===== src/rtl/global_pkg.sv =====
// Project-wide sizing constants shared by the matrix datapath blocks.
package global_pkg;
   // Number of entries held by each matrix FIFO.
   localparam int MATRIX_SIZE = 4;
endpackage : global_pkg


===== src/rtl/fifo_pkg.sv =====
// Types shared by the matrix FIFO controller, its RAM and the wrapper.
package fifo_pkg;
   import global_pkg::*;

   localparam int M_ADDR_W = $clog2(MATRIX_SIZE);

   typedef logic [M_ADDR_W-1:0] M_address_t;  // RAM address / pointer
   typedef logic [7:0]          data_t;       // one stored matrix element
   typedef logic [M_ADDR_W:0]   occ_t;        // occupancy, 0..MATRIX_SIZE
endpackage : fifo_pkg


===== src/rtl/matrix_fifo.sv =====
// Matrix FIFO: controller plus its storage array.
module matrix_fifo
   import global_pkg::*;
   import fifo_pkg::*;
#(
   parameter int DEPTH  = MATRIX_SIZE,
   parameter int ADDR_W = $clog2(DEPTH)
) (
   input  logic              clk,
   input  logic              rst,
   input  logic              clear,
   input  logic              push,
   input  logic              pop,
   input  data_t             data_in,
   output data_t             data_out,
   output logic              full,
   output logic              empty,
   output logic [ADDR_W:0]   occupancy,
   output logic              data_valid,
   output logic              overflow,
   output logic              underflow
);

   logic              wr_en;
   logic              rd_en;
   logic [ADDR_W-1:0] count_push;
   logic [ADDR_W-1:0] count_pop;

   matrix_fifo_ctrl #(.DEPTH(DEPTH), .ADDR_W(ADDR_W)) u_ctrl (
      .clk        (clk),
      .rst        (rst),
      .clear      (clear),
      .push       (push),
      .pop        (pop),
      .wr_en      (wr_en),
      .rd_en      (rd_en),
      .count_push (count_push),
      .count_pop  (count_pop),
      .full       (full),
      .empty      (empty),
      .occupancy  (occupancy),
      .data_valid (data_valid),
      .overflow   (overflow),
      .underflow  (underflow)
   );

   ram_matrix #(.DEPTH(DEPTH), .ADDR_W(ADDR_W)) u_ram (
      .clk      (clk),
      .wr_en    (wr_en),
      .rd_en    (rd_en),
      .wr_addr  (count_push),
      .rd_addr  (count_pop),
      .data_in  (data_in),
      .data_out (data_out)
   );

endmodule : matrix_fifo


===== src/rtl/ram_matrix.sv =====
// Storage array for the matrix FIFO: one write port, one registered read
// port. A read and write to the same address in one cycle returns the old
// contents (read-before-write).
module ram_matrix
   import fifo_pkg::*;
#(
   parameter int DEPTH  = 4,
   parameter int ADDR_W = $clog2(DEPTH)
) (
   input  logic              clk,
   input  logic              wr_en,
   input  logic              rd_en,
   input  logic [ADDR_W-1:0] wr_addr,
   input  logic [ADDR_W-1:0] rd_addr,
   input  data_t             data_in,
   output data_t             data_out
);

   data_t mem [DEPTH];

   // Write and registered read; nonblocking update gives read-before-write.
   always_ff @(posedge clk) begin
      if (wr_en)
         mem[wr_addr] <= data_in;
      if (rd_en)
         data_out <= mem[rd_addr];
   end

endmodule : ram_matrix


===== src/rtl/wrap_counter.sv =====
// Modulo-DEPTH pointer: counts 0..DEPTH-1 and wraps by explicit compare,
// so DEPTH need not be a power of two.
module wrap_counter #(
   parameter int DEPTH = 4,
   parameter int W     = $clog2(DEPTH)
) (
   input  logic         clk,
   input  logic         rst,
   input  logic         clr,
   input  logic         inc,
   output logic [W-1:0] count
);

   localparam logic [W-1:0] LAST = W'(DEPTH - 1);

   // Pointer register: reset/clear to 0, advance on inc, wrap at DEPTH-1.
   always_ff @(posedge clk) begin
      if (rst || clr)
         count <= '0;
      else if (inc)
         count <= (count == LAST) ? '0 : count + 1'b1;
   end

endmodule : wrap_counter


===== src/rtl/matrix_fifo_ctrl.sv =====
// Pointer/flag controller for a matrix FIFO. Converts push/pop requests
// into RAM write/read strobes and addresses, tracks occupancy, raises
// full/empty, marks the cycle the RAM read data is valid and keeps sticky
// overflow/underflow flags.
module matrix_fifo_ctrl
   import global_pkg::*;
#(
   parameter int DEPTH  = MATRIX_SIZE,
   parameter int ADDR_W = $clog2(DEPTH)
) (
   input  logic              clk,
   input  logic              rst,
   input  logic              clear,
   input  logic              push,
   input  logic              pop,
   output logic              wr_en,
   output logic              rd_en,
   output logic [ADDR_W-1:0] count_push,
   output logic [ADDR_W-1:0] count_pop,
   output logic              full,
   output logic              empty,
   output logic [ADDR_W:0]   occupancy,
   output logic              data_valid,
   output logic              overflow,
   output logic              underflow
);

   localparam logic [ADDR_W:0] OCC_FULL = (ADDR_W+1)'(DEPTH);

   logic active;
   logic pop_ok;
   logic push_ok;

   // Flags come only from the occupancy register, never from push/pop.
   assign full  = (occupancy == OCC_FULL);
   assign empty = (occupancy == '0);

   // Accept decisions. Reset and clear win over requests, so neither strobe
   // can fire while they are high. A pop frees a slot in the same cycle,
   // letting a push into a full FIFO through; an empty FIFO has no bypass.
   assign active  = ~rst & ~clear;
   assign pop_ok  = active & pop & ~empty;
   assign push_ok = active & push & (~full | pop_ok);
   assign wr_en   = push_ok;
   assign rd_en   = pop_ok;

   wrap_counter #(.DEPTH(DEPTH), .W(ADDR_W)) u_push_ptr (
      .clk   (clk),
      .rst   (rst),
      .clr   (clear),
      .inc   (push_ok),
      .count (count_push)
   );

   wrap_counter #(.DEPTH(DEPTH), .W(ADDR_W)) u_pop_ptr (
      .clk   (clk),
      .rst   (rst),
      .clr   (clear),
      .inc   (pop_ok),
      .count (count_pop)
   );

   // Occupancy: +1 push only, -1 pop only, hold when both or neither.
   always_ff @(posedge clk) begin
      if (rst || clear)
         occupancy <= '0;
      else if (push_ok && !pop_ok)
         occupancy <= occupancy + 1'b1;
      else if (pop_ok && !push_ok)
         occupancy <= occupancy - 1'b1;
   end

   // Read data is valid the cycle after an accepted pop (RAM read latency).
   always_ff @(posedge clk) begin
      if (rst || clear)
         data_valid <= 1'b0;
      else
         data_valid <= pop_ok;
   end

   // Sticky error flags; only reset clears them, clear leaves them alone.
   // Requests masked by clear are ignored and do not count as errors.
   always_ff @(posedge clk) begin
      if (rst) begin
         overflow  <= 1'b0;
         underflow <= 1'b0;
      end else begin
         if (active && push && full && !pop_ok)
            overflow <= 1'b1;
         if (active && pop && empty)
            underflow <= 1'b1;
      end
   end

endmodule : matrix_fifo_ctrl


===== config.mk =====
export PLATFORM = sky130hd
export DESIGN_NAME = matrix_fifo
export DESIGN_NICKNAME = d
export VERILOG_FILES = /design/src/rtl/global_pkg.sv /design/src/rtl/fifo_pkg.sv /design/src/rtl/matrix_fifo.sv /design/src/rtl/ram_matrix.sv /design/src/rtl/wrap_counter.sv /design/src/rtl/matrix_fifo_ctrl.sv
export SDC_FILE = /design/constraint.sdc
export NUM_CORES = 1
export LEC_CHECK = 0
export ABC_CLOCK_PERIOD_IN_PS = 4500
export CAP_MARGIN = 20
export CORE_ASPECT_RATIO = 1.75
export CORE_MARGIN = 2
export CORE_UTILIZATION = 55
export DETAILED_ROUTE_END_ITERATION = 8
export GPL_TIMING_DRIVEN = 0
export PLACE_DENSITY = 0.81
export SLEW_MARGIN = 20
export SYNTH_ARGS = -nofsm -noshare
export SYNTH_HDL_FRONTEND = slang
export SYNTH_SLANG_ARGS = --single-unit

===== constraint.sdc =====
create_clock -name clk -period 4.5 [get_ports clk]
set_clock_uncertainty 0.2 [all_clocks]
set_input_delay 0.9 -clock clk [delete_from_list [all_inputs] [get_ports clk]]
set_output_delay 0.9 -clock clk [all_outputs]
set_load 0.05 [all_outputs]

==> results of run 1 <==
layer usage:
layer  vias to the layer above  GRT usage [%]  wire (um)  part of all wire, %
li1                        490              -          -                    -
met1                       534           16.9       1160                   36
met2                        32           33.2       1880                   58
met3                         7           3.60        112                  3.5
met4                         0           7.27         78                  2.4
met5                         -              0          0                    0
stage by stage:
step	total power [mW]	utilization (%)	hold WS, ns	setup WS [ns]
floorplan	0.551	-	0.268	1.31
global placement	0.573	67.9	0.256	0.740
detailed placement	0.577	67.9	0.283	0.667
CTS	0.856	71.1	0.308	0.971
global route	0.875	71.1	0.324	0.849
finish	0.852	71.1	0.304	0.946
path summary, 6_finish.rpt:
path                    endpoint  depth (start not counted)  slack [ns]
min reg2reg      u_ctrl.overflow                          2        0.30
min              u_ctrl.overflow                          2        0.30
max          u_ctrl.occupancy[2]                         11        0.95
max reg2reg  u_ctrl.occupancy[2]                          9        1.85
critical path, stage by stage:
cell and delay (ns):
clkdlybuf4s50_1 0.45, or3b_1 0.41, buf_6 0.15, a21boi_4 0.24, and2_1 0.19, ha_1 0.19, inv_1 0.07, fa_1 0.37
xor2_1 0.16, or3_1 0.31, a21oi_1 0.15
state kept, by name, summed over array words and instances (netlist names):
| register | cells |
|---|---|
| u_ctrl.data_valid | 1 |
| u_ctrl.occupancy | 3 |
| u_ctrl.overflow | 1 |
| u_ctrl.u_pop_ptr.count | 2 |
| u_ctrl.u_push_ptr.count | 2 |
| u_ctrl.underflow | 1 |
| u_ram.data_out | 8 |
| u_ram.mem | 32 |
cell usage after synthesis, types with 2 or more instances:
library cell  instances  area [um^2]
mux2i_1               3         30.0
and3_1                4         25.0
dfxtp_1              10          200
mux4_2                8          180
ha_1                  6         75.1
edfxtp_1             40         1200
o211ai_1              2         15.0
inv_1                 6         22.5
nand2_1               4         15.0
nor2_1                7         26.3
xor2_1                2         17.5
logic make-up after synthesis:
| family | after synthesis | share of synthesized area [%] |
|---|---|---|
| buffers and inverters | 11 | 2.54 |
| muxes | 11 | 10.7 |
| AOI/OAI and AO/OA | 9 | 3.87 |
| and+or+nand+nor | 21 | 6.16 |
| adders and majority gates | 7 | 4.82 |
| xor gates and xnor gates | 2 | 0.888 |
| DFF | 50 | 71.1 |
power by group through the flow:
stage / Combinational [mW] / Sequential (mW) / Clock, mW
6_report: 0.0591 / 0.508 / 0.285
5_1_grt: 0.0632 / 0.508 / 0.303
4_1_cts: 0.0594 / 0.508 / 0.289
3_5_place_dp: 0.0591 / 0.518 / 0
3_3_place_gp: 0.0559 / 0.517 / 0
2_1_floorplan: 0.0254 / 0.525 / 0
cell type report:
cell class | instances | area, um^2
Tap cell | 45 | 56.3
Inverter | 7 | 26.3
Fill cell | 218 | 982
Timing Repair Buffer | 28 | 280
Clock buffer | 7 | 108
Buffer | 4 | 23.8
Multi-Input combinational cell | 50 | 520
Sequential cell | 50 | 1400
==> flow_metrics.py, run 1 <==
metrics = {
    "power_and_ir_drop": {
        "p_int_mw": 0.685,
        "switching_share_pct": 19.5,
        "p_leak_nw": 0.834,
        "seq_power_share_pct": 59.6,
        "clock_power_share_pct": 33.5,
        "powerDensity_nw_per_um2": 353,
        "power_switching_mw": 0.166,
        "ir_drop_mv": 0.344,
        "comb_power_share_pct": 6.9,
    },
    "synthesis": {
        "synth_edf_count": 40,
        "avgSynthCellArea_um2": 17.8,
        "async_reset_ff_share_pct": 0,
        "yosys_most_used_dff": "edfxtp_1",
        "syn_area_um2": 1970,
        "synthCells": 111,
        "synthDistinctLibCells": 30,
        "synth_seq_cells": 50,
        "ys_seq_area_share_pct": 71.1,
        "yosys_warnings": 0,
        "synth_nets": 131,
    },
    "clock_network": {
        "cts_setup_buffers": 0,
        "root_buffer": "clkbuf_8",
        "hold_buffers": 0,
        "cts_buffer_depth": 2,
        "clk_latency_ns": 0.29,
        "path_clk_slew_ns": 0.08,
        "cts_tree": "yes",
        "h-tree-depth": 2,
        "cts.sinks": 50,
        "cts_buffers": 5,
        "ctsResizeCount": 0,
    },
    "route": {
        "drt_drc_violations_left": 0,
        "wl_um": 3220,
        "routedWlPerCell_um": 16.9,
        "viasPerCell": 5.57,
        "dr.pass1.iters": 4,
        "ant_nets": 0,
        "routed-via-count": 1063,
        "first_iter_violations": 19,
    },
    "final_layout": {
        "layout-drive-gt1-share_pct": 15.8,
        "layout_common_cells": "40 x edfxtp_1, 28 x clkdlybuf4s50_1, 10 x dfxtp_1",
        "area_growth_pct": 22.5,
        "final_common_cell": "edfxtp_1",
        "num_antenna_cells": 0,
        "instances_no_fill": 191,
        "design_area_um2": 2420,
        "finalNetCount": 166,
    },
    "floorplan": {
        "start_util_pct": 58.0,
        "row_count": 28,
        "dieWidth_um": 49.3,
        "io-pin-count": 29,
        "die_area_um2": 4100,
        "die_y_um": 83.2,
        "placeableCoreArea_um2": 3400,
    },
    "setup_path": {
        "path_max_fanout": 7,
        "regToRegStartpoint": "u_ctrl.occupancy[1]",
        "crit_type": "input port to flip-flop",
        "cp-end-kind": "flip-flop",
        "startpoint_type": "input port",
        "arrival_ns": 3.58,
        "cp.required_ns": 4.53,
        "startpoint": "rst",
    },
    "job": {
        "cap_viol_max_count": 0,
    },
    "timing": {
        "slew_violations": 0,
        "rsz0062_at_grt": "false",
        "fmax_ghz": 0.281,
        "fin_crit_ns": 3.55,
        "finalHoldViolCount": 0,
        "fin_tns_setup_ns": 0,
        "fin_crit_sh_pct": 79.0,
        "slew_headroom_pct": 64.4,
        "worst_pin_slew_ns": 0.532,
        "final-setup-viol-count": 0,
    },
    "place": {
        "hpwl_um": 2450,
        "place.gp.congestion": 0.679,
        "dpl_cell_area_um2": 2310,
        "io_buffers": 28,
        "dp_cells": 184,
    },
    "worst_hold_path": {
        "min_from": "u_ctrl.overflow",
        "holdCritPathClass": "flip-flop to flip-flop",
    },
    "global_routing": {
        "grt_use_total_pct": 17.3,
        "grt_pass1_vias": 1141,
        "grt_pass1_wl_um": 5130,
        "gr-total-overflow": 0,
        "antenna_found_initial": 0,
        "grt_max_degree": 15,
    },
    "outcome": {
        "status": "completed",
    },
}
(Power assumes the default switching activity.)
==> run 2, diff against run 1 <==
- ABC_CLOCK_PERIOD_IN_PS: 4500 -> 2900
- CORE_UTILIZATION: 55 -> 48
- PLACE_DENSITY: 0.81 -> 0.75
- clock period: 4.5 -> 2.9 ns (I/O delays scaled with it)
==> run 2 against run 1 <==
Compared with the run above:
- sequential power increased by 55%
- critical path depth unchanged
- clock power rose by 30%
- sequential share of layout area down 0.80 points
- total power rose by 47%
- register-to-register slack worse by 1.5 ns
==> flow_metrics.py, run 2 (synthesized netlist as in run 1, its figures left out) <==
metrics = {
    "clock_network": {
        "cts_buffer_depth": 2,
        "h-tree-depth": 2,
        "root_buffer": "clkbuf_8",
        "cts_buffers": 5,
        "cts.sinks": 50,
        "clk_latency_ns": 0.29,
        "path_clk_slew_ns": 0.08,
        "cts_tree": "yes",
    },
    "setup_path": {
        "arrival_ns": 2.85,
        "cp_cell_sequence": "dlygate4sd2_1, or3b_1, buf_6, a21boi_4, and2_1, ha_2, inv_1, fa_2, xor2_1, or3_1, a21oi_2",
        "startpoint_type": "input port",
        "slowest_delay_ns": 0.37,
        "cp_top_family": "simple AND/OR/NAND/NOR gates",
        "cp.required_ns": 2.93,
        "path_max_fanout": 3,
        "worst_path_max_delay_cell": "or3b_1",
        "worst-path-buf-inv": 3,
        "cp-end-kind": "flip-flop",
        "crit_type": "input port to flip-flop",
    },
    "route": {
        "first_iter_violations": 24,
        "viasPerCell": 5.33,
        "ant_nets": 0,
        "drt_drc_violations_left": 0,
        "routedWlPerCell_um": 15.9,
        "dr.pass1.iters": 4,
        "wl_um": 3180,
        "routed-via-count": 1065,
    },
    "timing": {
        "fin_crit_sh_pct": 97.4,
        "fmax_ghz": 0.354,
        "worst_pin_slew_ns": 0.522,
        "slew_headroom_pct": 65.2,
        "rsz0062_at_grt": "false",
        "slew_violations": 0,
        "fin_crit_ns": 2.82,
        "final-setup-viol-count": 0,
        "finalHoldViolCount": 0,
    },
    "floorplan": {
        "io-pin-count": 29,
        "dieWidth_um": 52.5,
        "start_util_pct": 50.5,
        "row_count": 30,
        "die_y_um": 88.8,
        "die_area_um2": 4660,
        "placeableCoreArea_um2": 3900,
    },
    "global_routing": {
        "grt_pass1_vias": 1114,
        "gr-usage-met1_pct": 17.1,
        "antenna_found_initial": 0,
        "global_route.usage.met3_pct": 3.89,
        "busiest_layer": "met2",
        "grt_pass1_wl_um": 5150,
        "grt_use_total_pct": 15.7,
        "grt_max_degree": 15,
        "gr-total-overflow": 0,
        "grtUsageMet2_pct": 28.0,
    },
    "job": {
        "cap_viol_max_count": 0,
    },
    "final_layout": {
        "num_antenna_cells": 0,
        "finalNetCount": 171,
        "area_growth_pct": 24.2,
        "layout-drive-gt1-share_pct": 19.7,
        "largest_reg_flops": 32,
        "final_common_cell": "edfxtp_1",
        "largest_register": "u_ram.mem",
        "utilization_pct": 62.8,
        "reg_top3": "u_ram.mem: 32 flops, u_ram.data_out: 8 flops, u_ctrl.occupancy: 3 flops",
        "layout_common_cells": "40 x edfxtp_1, 25 x clkdlybuf4s50_1, 10 x dfxtp_1",
        "instances_no_fill": 200,
    },
    "power_and_ir_drop": {
        "power_switching_mw": 0.257,
        "clock_power_share_pct": 29.5,
        "p_leak_nw": 0.846,
        "switching_share_pct": 20.5,
        "seq_power_share_pct": 62.8,
        "p_int_mw": 0.998,
        "comb_power_share_pct": 7.7,
        "ir_drop_mv": 0.459,
        "powerDensity_nw_per_um2": 512,
    },
    "place": {
        "hpwl_um": 2270,
        "place.gp.congestion": 0.674,
        "dp_cells": 187,
        "io_buffers": 28,
    },
    "worst_hold_path": {
        "holdCritPathClass": "flip-flop to flip-flop",
    },
    "outcome": {
        "status": "completed",
    },
}
run 2: path summary, 6_finish.rpt:
| kind | startpoint | end | slack, ns | cells past startpoint |
|---|---|---|---|---|
| setup reg to reg | u_ctrl.occupancy[1] | u_ctrl.occupancy[2] | 0.40 | 9 |
| hold reg to reg | u_ctrl.overflow | u_ctrl.overflow | 0.29 | 2 |
| hold / removal | u_ctrl.overflow | u_ctrl.overflow | 0.29 | 2 |
| setup / recovery | clear | u_ctrl.occupancy[2] | 0.08 | 11 |
run 2: power groups by stage:
| stage | combinational, mW | clock, mW | sequential (mW) |
|---|---|---|---|
| 2_1_floorplan | 0.0404 | 0 | 0.816 |
| 3_3_place_gp | 0.0880 | 0 | 0.804 |
| 3_5_place_dp | 0.0921 | 0 | 0.805 |
| 4_1_cts | 0.0962 | 0.383 | 0.788 |
| 5_1_grt | 0.104 | 0.406 | 0.789 |
| 6_report | 0.0961 | 0.371 | 0.788 |
run 2: final cells by class:
type / instances / area, um^2
Clock buffer: 8 / 80.1
Fill cell: 307 / 1450
Buffer: 4 / 25.0
Sequential cell: 50 / 1400
Inverter: 7 / 26.3
Timing Repair Buffer: 33 / 315
Tap cell: 48 / 60.1
Multi-Input combinational cell: 50 / 542
run 2: through the flow:
step                      setup TNS, ns  setup slack [ns]  area (um^2)  power, mW  hold slack [ns]
after CTS                             0            0.0239         2450       1.27            0.298
after global routing                  0            0.0171         2450       1.30            0.333
after detailed placement         -0.946            -0.655         2320      0.897            0.275
after global placement           -0.805            -0.556         2320      0.892            0.259
after floorplan                       0           0.00167         1980      0.856            0.268
final                                 0            0.0766         2450       1.26            0.293
run 2: what timing repair did:
action                                  CTS  global route
resized for setup                         6             3
endpoints found under the hold margin     0             0
endpoints found under the setup margin    1             1
hold buffers                              0             0
buffers inserted                          5             0
pin swaps                                 7             4
run 2: worst reg2reg max path: stages (launching register included):
cell and delay (ns):
dfxtp_1 0.41, nor3_4 0.36, nor2_4 0.14, inv_2 0.11, ha_2 0.18, inv_1 0.05
fa_2 0.34, xor2_1 0.18, or3_1 0.33, a21oi_2 0.15
run 2: routing by layer:
metal	share of wire (%)	wire, um
met4	1.7	54
met5	0	0
met2	55	1760
met3	4.8	152
met1	38	1210
==> run 3, diff against run 2 <==
- CORE_UTILIZATION: 48 -> 47
- PLACE_DENSITY: 0.75 -> 0.74
- SLEW_MARGIN: 20 -> 25
- SYNTH_HIERARCHICAL: default -> 1
==> run 3 against run 2 <==
Compared with the run above:
- sequential power shrank 0.5%
- via count shrank 4.6%
- utilization shrank 2.3 points
- synthesized area shrank 2.6%
- synthesized cell count shrank 8.1%
- clock power shrank 1%
- flip-flop and latch count is the same
- largest power group unchanged
- highest routed layer unchanged
==> flow_metrics.py, run 3 <==
metrics = {
    "timing": {
        "finalHoldViolCount": 0,
        "final-setup-viol-count": 0,
        "worst_pin_slew_ns": 0.760,
        "slew_violations": 0,
        "hold_ws_ns": 0.309,
        "fmax_ghz": 0.366,
        "fin_crit_sh_pct": 94.1,
        "fin_crit_ns": 2.73,
        "rsz0062_at_grt": "false",
        "slew_headroom_pct": 49.1,
        "setup_ws_ns": 0.171,
    },
    "floorplan": {
        "start_util_pct": 49.2,
        "row_count": 30,
        "placeableCoreArea_um2": 3900,
        "die_area_um2": 4630,
        "dieWidth_um": 52.3,
        "die_y_um": 88.6,
        "io-pin-count": 29,
    },
    "final_layout": {
        "largest_reg_flops": 32,
        "instances_no_fill": 186,
        "area_growth_pct": 22.9,
        "reg_top3": "u_ram/mem: 32 flops, u_ram/data_out: 8 flops, u_ctrl/occupancy: 3 flops",
        "largest_register": "u_ram/mem",
        "finalNetCount": 154,
        "layout_common_cells": "40 x edfxtp_1, 26 x clkdlybuf4s50_1, 10 x dfxtp_1",
        "num_antenna_cells": 0,
        "fillers": 311,
        "layout-drive-gt1-share_pct": 18.8,
        "final_common_cell": "edfxtp_1",
    },
    "power_and_ir_drop": {
        "seq_power_share_pct": 63.8,
        "p_int_mw": 0.980,
        "comb_power_share_pct": 6.4,
        "p_leak_nw": 0.784,
        "ir_drop_mv": 0.451,
        "power_switching_mw": 0.250,
        "switching_share_pct": 20.3,
        "powerDensity_nw_per_um2": 521,
        "clock_power_share_pct": 29.9,
    },
    "global_routing": {
        "grt_max_degree": 15,
        "gr-total-overflow": 0,
        "grt_pass1_wl_um": 5060,
        "grt_use_total_pct": 15.9,
        "antenna_found_initial": 0,
        "grt_pass1_vias": 1059,
    },
    "worst_hold_path": {
        "holdCritPathClass": "flip-flop to flip-flop",
        "whs_path_depth": 2,
    },
    "outcome": {
        "status": "completed",
    },
    "setup_path": {
        "startpoint_type": "flip-flop",
        "r2r_cells": 9,
        "arrival_ns": 1.95,
        "path_max_fanout": 6,
        "cp-end-kind": "primary output",
        "crit_type": "flip-flop to primary output",
        "cp.required_ns": 2.12,
    },
    "synthesis": {
        "synth_common_cells": "40 x edfxtp_1, 10 x dfxtp_1, 8 x mux4_2, 4 x nor2_1, 4 x nor3_1",
        "syn_area_um2": 1920,
        "ys_top_cells_by_area": "edfxtp_1 63%, dfxtp_1 10%, mux4_2 9.4%",
        "synth_nets": 119,
        "async_reset_ff_share_pct": 0,
        "synth_edf_count": 40,
        "synth.most_common_cell": "edfxtp_1",
        "yosys_warnings": 6,
        "ys_seq_area_share_pct": 73.0,
        "synth_seq_cells": 50,
        "synthCells": 102,
        "yosys.area.top_type": "edfxtp_1",
        "avgSynthCellArea_um2": 18.8,
        "yosys_most_used_dff": "edfxtp_1",
        "synthDistinctLibCells": 28,
        "synth_top_area_share_pct": 62.5,
    },
    "route": {
        "first_iter_violations": 19,
        "routed-via-count": 1016,
        "routedWlPerCell_um": 16.7,
        "drt_drc_violations_left": 0,
        "viasPerCell": 5.46,
        "dr.pass1.iters": 4,
        "ant_nets": 0,
        "wl_um": 3100,
    },
    "clock_network": {
        "h-tree-depth": 2,
        "cts_buffers": 5,
        "path_clk_slew_ns": 0.08,
        "cts.sinks": 50,
        "cts_buffer_depth": 2,
        "clk_latency_ns": 0.30,
        "hold_buffers": 0,
        "cts_tree": "yes",
        "root_buffer": "clkbuf_8",
    },
    "job": {
        "cap_viol_max_count": 0,
    },
    "place": {
        "dp_slack_ns": -0.665,
        "place.gp.congestion": 0.658,
        "dp_cells": 178,
        "hpwl_um": 2270,
        "io_buffers": 28,
    },
}
run 3: cell types whose count changed after synthesis, sizes merged, moves of 2 or more:
cell,change
nor2,-4
ha,-3
inv,-3
nand2,-3
nor3,+3
a211oi,+2
and3b,+2
buf,-2
nand2b,+2
o211ai,-2
run 3: cell families after synthesis:
group / count (synthesis) / share of synthesized area, %
flops: 50 / 73.0
compound gates: 6 / 2.61
xor+xnor: 2 / 0.912
mux: 11 / 10.9
simple gates: 23 / 7.95
buf+inv: 6 / 1.63
fa+ha+maj: 4 / 3.00
run 3: through the flow:
step / cell area [um^2] / utilization (%) / total power [mW] / setup TNS, ns
after floorplan: 1920 / - / 0.839 / 0
after global routing: 2360 / 60.5 / 1.27 / 0
final: 2360 / 60.5 / 1.23 / 0
after CTS: 2350 / 60.3 / 1.24 / 0
after global placement: 2260 / 57.9 / 0.875 / -9.03
after detailed placement: 2270 / 58.0 / 0.879 / -8.23
run 3: cell type report:
type	count	area (um^2)	area share, %
tap	48	60.1	2.54
multi-input combinational	46	509	21.6
sequential	50	1400	59.4
timing repair buffer	28	278	11.8
clock buffer	6	72.6	3.07
inverter	4	15.0	0.636
clock inverter	2	8.76	0.371
buffer	2	16.3	0.689
run 3: worst paths after layout:
kind                                          start             endpoint  slack (ns)
worst max-delay path            u_ctrl/occupancy[0]                empty        0.17
worst max register to register  u_ctrl/occupancy[0]  u_ctrl/occupancy[2]        0.30
worst min-delay path               u_ctrl/underflow     u_ctrl/underflow        0.31
worst min register to register     u_ctrl/underflow     u_ctrl/underflow        0.31
run 3: metal layers:
| layer | track usage [%] | vias up | share of wire (%) |
|---|---|---|---|
| li1 | - | 469 | - |
| met1 | 15.8 | 512 | 37 |
| met2 | 28.5 | 29 | 57 |
| met3 | 4.73 | 6 | 4.3 |
| met4 | 8.62 | 0 | 2.0 |
| met5 | 0 | - | 0 |
run 3: power groups by stage:
| stage | logic, mW | registers, mW | clock network [mW] |
|---|---|---|---|
| 6_report | 0.0781 | 0.784 | 0.367 |
| 5_1_grt | 0.0834 | 0.785 | 0.402 |
| 4_1_cts | 0.0784 | 0.784 | 0.373 |
| 3_5_place_dp | 0.0781 | 0.801 | 0 |
| 3_3_place_gp | 0.0750 | 0.800 | 0 |
| 2_1_floorplan | 0.0276 | 0.811 | 0 |
run 3: what timing repair did:
action	4_1_cts	5_1_grt
setup buffers	0	0
hold endpoints to repair	0	0
gates resized for setup	5	1
endpoints found under the setup margin	10	1
pin swaps	0	0
run 3: worst max-delay path, cell delays in order, from the launching register on:
cell and delay, ns:
dfxtp_1 0.39, or3_4 0.41, inv_2 0.06, clkdlybuf4s50_1 0.79
